[src/rtl/fifo_pkg.sv]
// Shared FIFO definitions: sizing helper, derived widths and read-mode codes.
// Used by the synchronous FIFO and by future clock-crossing variants.
package fifo_pkg;

  function automatic int clog2(input int v);
    int r;
    r = 0;
    for (int i = 0; i < 32; i++)
      if ((1 << r) < v) r++;
    return r;
  endfunction

  localparam int FIFO_DEF_DEPTH = 8;
  localparam int FIFO_ADDR_W    = clog2(FIFO_DEF_DEPTH);
  localparam int FIFO_CNT_W     = FIFO_ADDR_W + 1;

  localparam int FIFO_STD  = 0;
  localparam int FIFO_FWFT = 1;

endpackage

[src/rtl/fifo_mem_sdp.sv]
// Simple dual-port RAM: synchronous write, combinational read.
// Contents are never reset.
module fifo_mem_sdp #(
  parameter int DATA_W = 8,
  parameter int DEPTH  = 8,
  parameter int ADDR_W = 3
) (
  input  logic              clk,
  input  logic              we,
  input  logic [ADDR_W-1:0] waddr,
  input  logic [DATA_W-1:0] wdata,
  input  logic [ADDR_W-1:0] raddr,
  output logic [DATA_W-1:0] rdata
);

  logic [DATA_W-1:0] mem [DEPTH];

  always_ff @(posedge clk) begin
    if (we) mem[waddr] <= wdata;
  end

  assign rdata = mem[raddr];

endmodule

[src/rtl/sync_fifo_param.sv]
// Single-clock parametrised FIFO with occupancy, threshold flags,
// sticky error flags and selectable registered / fall-through read.
module sync_fifo_param
  import fifo_pkg::*;
#(
  parameter int DATA_W    = 8,
  parameter int DEPTH     = 8,
  parameter int AF_THRESH = DEPTH - 2,
  parameter int AE_THRESH = 1,
  parameter int FWFT      = FIFO_STD
) (
  input  logic                    clk,
  input  logic                    rst,
  input  logic                    wr_en_i,
  input  logic [DATA_W-1:0]       data_i,
  input  logic                    rd_en_i,
  output logic [DATA_W-1:0]       data_o,
  output logic                    full_o,
  output logic                    empty_o,
  output logic                    almost_full_o,
  output logic                    almost_empty_o,
  output logic [clog2(DEPTH):0]   count_o,
  output logic                    overflow_o,
  output logic                    underflow_o,
  input  logic                    clr_err_i
);

  localparam int ADDR_W = clog2(DEPTH);
  localparam int PTR_W  = ADDR_W + 1;

  logic [PTR_W-1:0]  wr_ptr, rd_ptr;
  logic [DATA_W-1:0] rdata, data_q;
  logic              rd_acc, wr_acc;
  logic              ovf_q, udf_q;

  assign empty_o = (wr_ptr == rd_ptr);
  assign full_o  = (wr_ptr[ADDR_W-1:0] == rd_ptr[ADDR_W-1:0])
                 & (wr_ptr[ADDR_W] != rd_ptr[ADDR_W]);

  // Pointer distance mod 2^PTR_W is the occupancy
  assign count_o        = wr_ptr - rd_ptr;
  assign almost_full_o  = int'(count_o) >= AF_THRESH;
  assign almost_empty_o = int'(count_o) <= AE_THRESH;

  assign rd_acc = rd_en_i & ~empty_o;
  assign wr_acc = wr_en_i & (~full_o | rd_acc);

  fifo_mem_sdp #(
    .DATA_W (DATA_W),
    .DEPTH  (DEPTH),
    .ADDR_W (ADDR_W)
  ) u_mem (
    .clk   (clk),
    .we    (wr_acc),
    .waddr (wr_ptr[ADDR_W-1:0]),
    .wdata (data_i),
    .raddr (rd_ptr[ADDR_W-1:0]),
    .rdata (rdata)
  );

  always_ff @(posedge clk) begin
    if (rst) begin
      wr_ptr <= '0;
      rd_ptr <= '0;
      data_q <= '0;
      ovf_q  <= 1'b0;
      udf_q  <= 1'b0;
    end else begin
      if (wr_acc) wr_ptr <= wr_ptr + PTR_W'(1);
      if (rd_acc) begin
        rd_ptr <= rd_ptr + PTR_W'(1);
        data_q <= rdata;
      end
      if (wr_en_i & ~wr_acc) ovf_q <= 1'b1;
      else if (clr_err_i)    ovf_q <= 1'b0;
      if (rd_en_i & ~rd_acc) udf_q <= 1'b1;
      else if (clr_err_i)    udf_q <= 1'b0;
    end
  end

  assign overflow_o  = ovf_q;
  assign underflow_o = udf_q;

  // Fall-through shows the head directly; zero while empty
  assign data_o = (FWFT == FIFO_FWFT)
                ? (empty_o ? '0 : rdata)
                : data_q;

endmodule

[config.mk]
export PLATFORM = sky130hd
export DESIGN_NAME = sync_fifo_param
export DESIGN_NICKNAME = d
export VERILOG_FILES = /design/src/rtl/fifo_pkg.sv /design/src/rtl/fifo_mem_sdp.sv /design/src/rtl/sync_fifo_param.sv
export SDC_FILE = /design/constraint.sdc
export NUM_CORES = 1
export LEC_CHECK = 0
export BUFFER_PORTS_ARGS = -buffer_cell sky130_fd_sc_hd__buf_2
export CAP_MARGIN = 20
export CELL_PAD_IN_SITES_DETAIL_PLACEMENT = 0
export CELL_PAD_IN_SITES_GLOBAL_PLACEMENT = 1
export CORE_MARGIN = 1.5
export CORE_UTILIZATION = 50
export CTS_CLUSTER_DIAMETER = 120
export CTS_CLUSTER_SIZE = 30
export DETAILED_ROUTE_END_ITERATION = 8
export GPL_TIMING_DRIVEN = 0
export PLACE_DENSITY = 0.86
export SLEW_MARGIN = 40
export SYNTH_ARGS = -nofsm -noshare
export SYNTH_HDL_FRONTEND = slang
export SYNTH_HIERARCHICAL = 1
export SYNTH_SLANG_ARGS = --single-unit
export TNS_END_PERCENT = 50
[constraint.sdc]
create_clock -name clk -period 3.3 [get_ports clk]
set_clock_uncertainty 0.15 [all_clocks]
set_input_delay 0.33 -clock clk [delete_from_list [all_inputs] [get_ports clk]]
set_output_delay 0.33 -clock clk [all_outputs]
set_load 0.05 [all_outputs]
## Yosys cells after proc, flatten, opt, wreduce, memory -nomap -nowiden

Memories as Yosys holds them, arrays and structs flattened. A register that Yosys moved wholly into a read port is not among the register bits.
Cells that the tools add are included.

| word-level totals | value |
|---|---|
| memories | 1 |
| flip-flop bits (word level) | 10 |
| word-level logic and storage cells | 30 |
| memory bits (writable) | 64 |
| input port bits | 13 |

Memories:

| memory | words | width | read ports | clocked after memory_dff | write ports | line | RTL |
|---|---|---|---|---|---|---|---|
| u_mem.mem | 8 | 8 | 1 | 1 | 1 | fifo_mem_sdp.sv:16 | `logic [DATA_W-1:0] mem [DEPTH];` |

| cells by class | value |
|---|---|
| order comparisons | 2 |
| reductions and logical operators | 2 |
| bitwise logic cells | 10 |
| equal/unequal tests | 3 |
| add/sub/neg operators | 3 |
| muxes and demuxes | 5 |

Operators by type and width:

| cell | number |
|---|---|
| adder 4 x 1 -> 4 bit (second input constant) | 2 |
| AND 1 bit | 5 |
| two-way mux 1 bit | 5 |
| == test 4 bit | 1 |
| greater-or-equal comparator 4 x 3 -> 1 bit (second input constant) | 1 |
| less-or-equal comparator 4 x 1 -> 1 bit (second input constant) | 1 |
| NOT 1 bit | 4 |
| nonzero test 2 bit | 2 |
| subtractor 4 bit | 1 |
| == test 3 bit | 1 |
| != test 1 bit | 1 |
| bitwise OR 1 bit | 1 |

## Logic depth before layout (Yosys ltp)

| logic depth | value |
|---|---|
| depth in word-level cells | 8 |
| mapped depth | 7 |
| gate-level depth less buffers | 6 |

## By module

Netlist, hierarchy kept.

Modules (own cells, without submodules):

| module | area each (µm²) | instances | seq. area each (µm²) | cells each |
|---|---|---|---|---|
| fifo_mem_sdp | 2531.2 | 1 | 1921.8 | 106 |
| sync_fifo_param | 977.2 | 1 | 360.3 | 115 |

## Worst setup path before layout

No wires, ideal clock.

| timing | value |
|---|---|
| kind | reg-to-output |
| from | register wr_ptr[0] |
| to | output port almost_full_o |
| cell stages (with the launch flop) | 7 |
| path slack | 155 ps |
| arrival time | 2665 ps |
| cells stage by stage | dfxtp_1 > inv_1 > ha_1 > fa_1 > xnor2_1 > nand2_1 > o21ai_0 |

| on the way | value |
|---|---|
| longest elaborated chain between the ends | 2 |

Ends and longest elaborated chain:

| what | line | RTL |
|---|---|---|
| start, declared | sync_fifo_param.sv:31 | `logic [PTR_W-1:0] wr_ptr, rd_ptr;` |
| start signal, assigned | sync_fifo_param.sv:69 | `if (wr_acc) wr_ptr <= wr_ptr + PTR_W'(1);` |
| subtractor 4 bit | sync_fifo_param.sv:41 | `assign count_o = wr_ptr - rd_ptr;` |
| net count_o[2] | sync_fifo_param.sv:22 | `output logic [clog2(DEPTH):0] count_o,` |
| greater-or-equal comparator 4 x 3 -> 1 bit | sync_fifo_param.sv:42 | `assign almost_full_o = int'(count_o) >= AF_THRESH;` |
| end, declared | sync_fifo_param.sv:20 | `output logic almost_full_o,` |

The timed path passes the listed nets, and every way through them passes these cells.

## Worst setup path in the final report

| timing | value |
|---|---|
| from | register wr_ptr[0] |
| to | output port almost_full_o |

| on the way | value |
|---|---|
| longest elaborated chain between the ends | 2 |

Ends and longest elaborated chain:

| what | line |
|---|---|
| subtractor 4 bit | sync_fifo_param.sv:41 |
| greater-or-equal comparator 4 x 3 -> 1 bit | sync_fifo_param.sv:42 |

Every way passes these cells.

==> run metrics <==
status=complete, no violations; Placer Congestion=0.742; Syn Std Cell Area=3510 um2; TritonCTS Sinks=82; CTS tree=built; Power Density=639 nW/um2; fraction of layout cells with a size suffix above 1=27.7%; Lkg Pwr=1.47 nW; root buffer cell=clkbuf_8; CP Max Fanout=9; number of CTS-inserted buffers=9; antenna violations before repair=0; Max-slew headroom=48.3%; CP startpoint kind=flip-flop; synth-to-layout area growth=15.2%; Routed wire per std cell=18.0 um; hpwl dp=4110 um; ANT cells=0; RSZ-0062 raised after global routing=no; row cnt=30; Slowest-stage cell, CP=dfxtp_1; final wirelength=6530 um; DRT antenna net count=0; #FFs+latches synth=82; Worst EP required=2.82 ns; Final WS setup=0.432 ns; die span in y=86.8 um; core area=6790 um2; Cell variety after synth=36; Max VDD drop=0.393 mV; cells after synthesis=221; CTS Hold Bufs=0; number of global-route vias before repair=1842; Final setup viols=0; total gr overflow=0; Final period util=86.9%; placed cell count=347; H-tree depth=3; Yosys warning count=6; post-CTS sizing=0; MaxCap Viol Count=0; register area share after synthesis=65.0%; 1st-pass router iterations=4; measured slew at the worst slew-check pin=0.772 ns; final count of pins violating max slew=0; Synthesized Nets=240; number of synthesized flops with an enable pin=64; Vias=1969; Die X=86.8 um; PortBufs=30; setup TNS=0 ns; Post-synth ARST share=0%; Total GRT Usage=18.7%; Critical Path AT=2.39 ns; Fin. Hold Viols=0; drc violations=0; Max Clock Freq=0.349 GHz; largest net degree at the start of global routing=17; Crit path largest cell delay=0.56 ns; Die ar.=7530 um2; Synth Area per Inst=15.9 um2; ys flop type=edfxtp_1; Fillers=511; critical path capture point type=output pin; fin cells=363; Worst R2R Path Depth=6; Reg clk slew, reported paths=0.09 ns; Via density=5.42; Setup Buffers After CTS=0; crit-path cells=inv_1 > ha_1 > fa_1 > xnor2_1 > nand2_1 > o21ai_0 > buf_2; Top Ports=31; DR iter-0 viols=122; Skew-Pair Late Insertion Delay=0.37 ns; nets@finish=281; worst setup path startpoint=wr_ptr[0]$_SDFFE_PP0P_; critical setup path kind=flip-flop to output pin; initial core utilization=51.6%; flop-to-flop setup slack=0.47 ns; maximum buffer depth of the clock tree=2; Worst Setup EP=almost_full_o; first-pass GRT wire length=9890 um; Hold Path Class=input port to flip-flop; Critical R2R Capture=u_mem/mem[4][2]$_DFFE_PP_; Pwr Total=2.58 mW; DP Worst Slack=0.431 ns; RR Startpoint=wr_ptr[0]$_SDFFE_PP0P_; fin crit period=2.87 ns
[cell usage after synthesis, types with 3 or more instances]
| cell | instances | area (um2) |
|---|---|---|
| edfxtp_1 | 64 | 1920 |
| nand2_1 | 24 | 90.1 |
| nor2_1 | 19 | 71.3 |
| dfxtp_1 | 18 | 360 |
| mux4_1 | 15 | 394 |
| mux2_2 | 13 | 146 |
| mux2i_1 | 9 | 90.1 |
| inv_1 | 8 | 30.0 |
| a21oi_1 | 6 | 30.0 |
| ha_1 | 5 | 62.6 |
| nor2b_1 | 4 | 25.0 |
| clkbuf_1 | 3 | 11.3 |
| nand2b_1 | 3 | 18.8 |
| nand4_1 | 3 | 18.8 |
[per-stage QoR]
step / instance area (um2) / utilization (%) / hold WS, ns
3_3_place_gp: 3780 / 55.6 / 0.290
6_report: 4040 / 59.5 / 0.0735
4_1_cts: 4020 / 59.2 / 0.0705
3_5_place_dp: 3790 / 55.8 / 0.295
2_1_floorplan: 3510 / - / 0.279
5_1_grt: 4040 / 59.5 / 0.0831
[layer usage]
layer,track usage [%],wire [um]
met5,0,0
met4,8.36,125
met3,4.57,273
met2,28.5,3020
met1,25.6,3110
[worst max-delay path, delay by kind of cell, from the launching register on]
family | cells | cell delay [ns]
flip-flops | 1 | 0.56
AND/OR/NAND/NOR | 1 | 0.08
AO/OA/AOI/OAI | 1 | 0.07
XOR/XNOR | 1 | 0.26
adder cells (fa/ha/maj) | 2 | 0.64
buffers and inverters | 2 | 0.42
[where the power goes]
| group | internal [mW] | leakage, nW | switching (mW) |
|---|---|---|---|
| clock network | 0.441 | 0.117 | 0.408 |
| registers | 1.15 | 0.728 | 0.0263 |
| logic | 0.195 | 0.624 | 0.358 |
[state kept, by name (all words and copies together), names as in the netlist]
register,flops
underflow_o,1
data_o,8
rd_ptr,4
u_mem/mem,64
wr_ptr,4
overflow_o,1
[cell families after synthesis]
family / Yosys count / share of synthesized area (%)
flops: 82 / 65.0
mux: 39 / 19.0
compound gates: 14 / 2.53
simple gates: 59 / 7.38
fa+ha+maj: 6 / 2.35
xor+xnor: 3 / 0.749
buf+inv: 18 / 2.89
[worst min path at each step]
stage,start,endpoint,slack [ns],cells after the start
global route,data_i[5],u_mem/mem[0][5]$_DFFE_PP_,0.08,1
floorplan,data_i[0],u_mem/mem[0][0]$_DFFE_PP_,0.28,0
finish,data_i[4],u_mem/mem[2][4]$_DFFE_PP_,0.07,1
CTS,data_i[5],u_mem/mem[4][5]$_DFFE_PP_,0.07,1
global placement,data_o[3]$_SDFFE_PP0P_,data_o[3]$_SDFFE_PP0P_,0.29,2
detailed placement,data_o[0]$_SDFFE_PP0P_,data_o[0]$_SDFFE_PP0P_,0.30,2
[layout by cell type, fill, tap and decap left out, types with 2 or more instances in the layout]
cell,instances
clkbuf_8,9
edfxtp_1,64
mux4_1,15
and3_1,2
bufinv_16,2
nand2b_1,3
dfxtp_1,18
a31oi_1,2
ha_1,5
nand2_1,24
buf_6,2
buf_2,31
inv_6,3
inv_1,8
nor2_1,13
nor2_2,6
nor2b_1,4
clkbuf_1,3
nand4_1,3
a21oi_1,6
mux2i_1,9
xnor2_1,2
mux2_2,13
[final cells by class]
cell class	instances	area [um2]	share of cell area, %
Buffer	9	67.6	1.67
Clock inverter	7	106	2.63
Tap cell	96	120	2.97
Timing Repair Buffer	30	150	3.72
Inverter	9	33.8	0.836
Sequential cell	82	2280	56.5
Clock buffer	9	124	3.07
Multi-Input combinational cell	121	1160	28.6
Note: power is estimated with default switching activity, not from simulation.
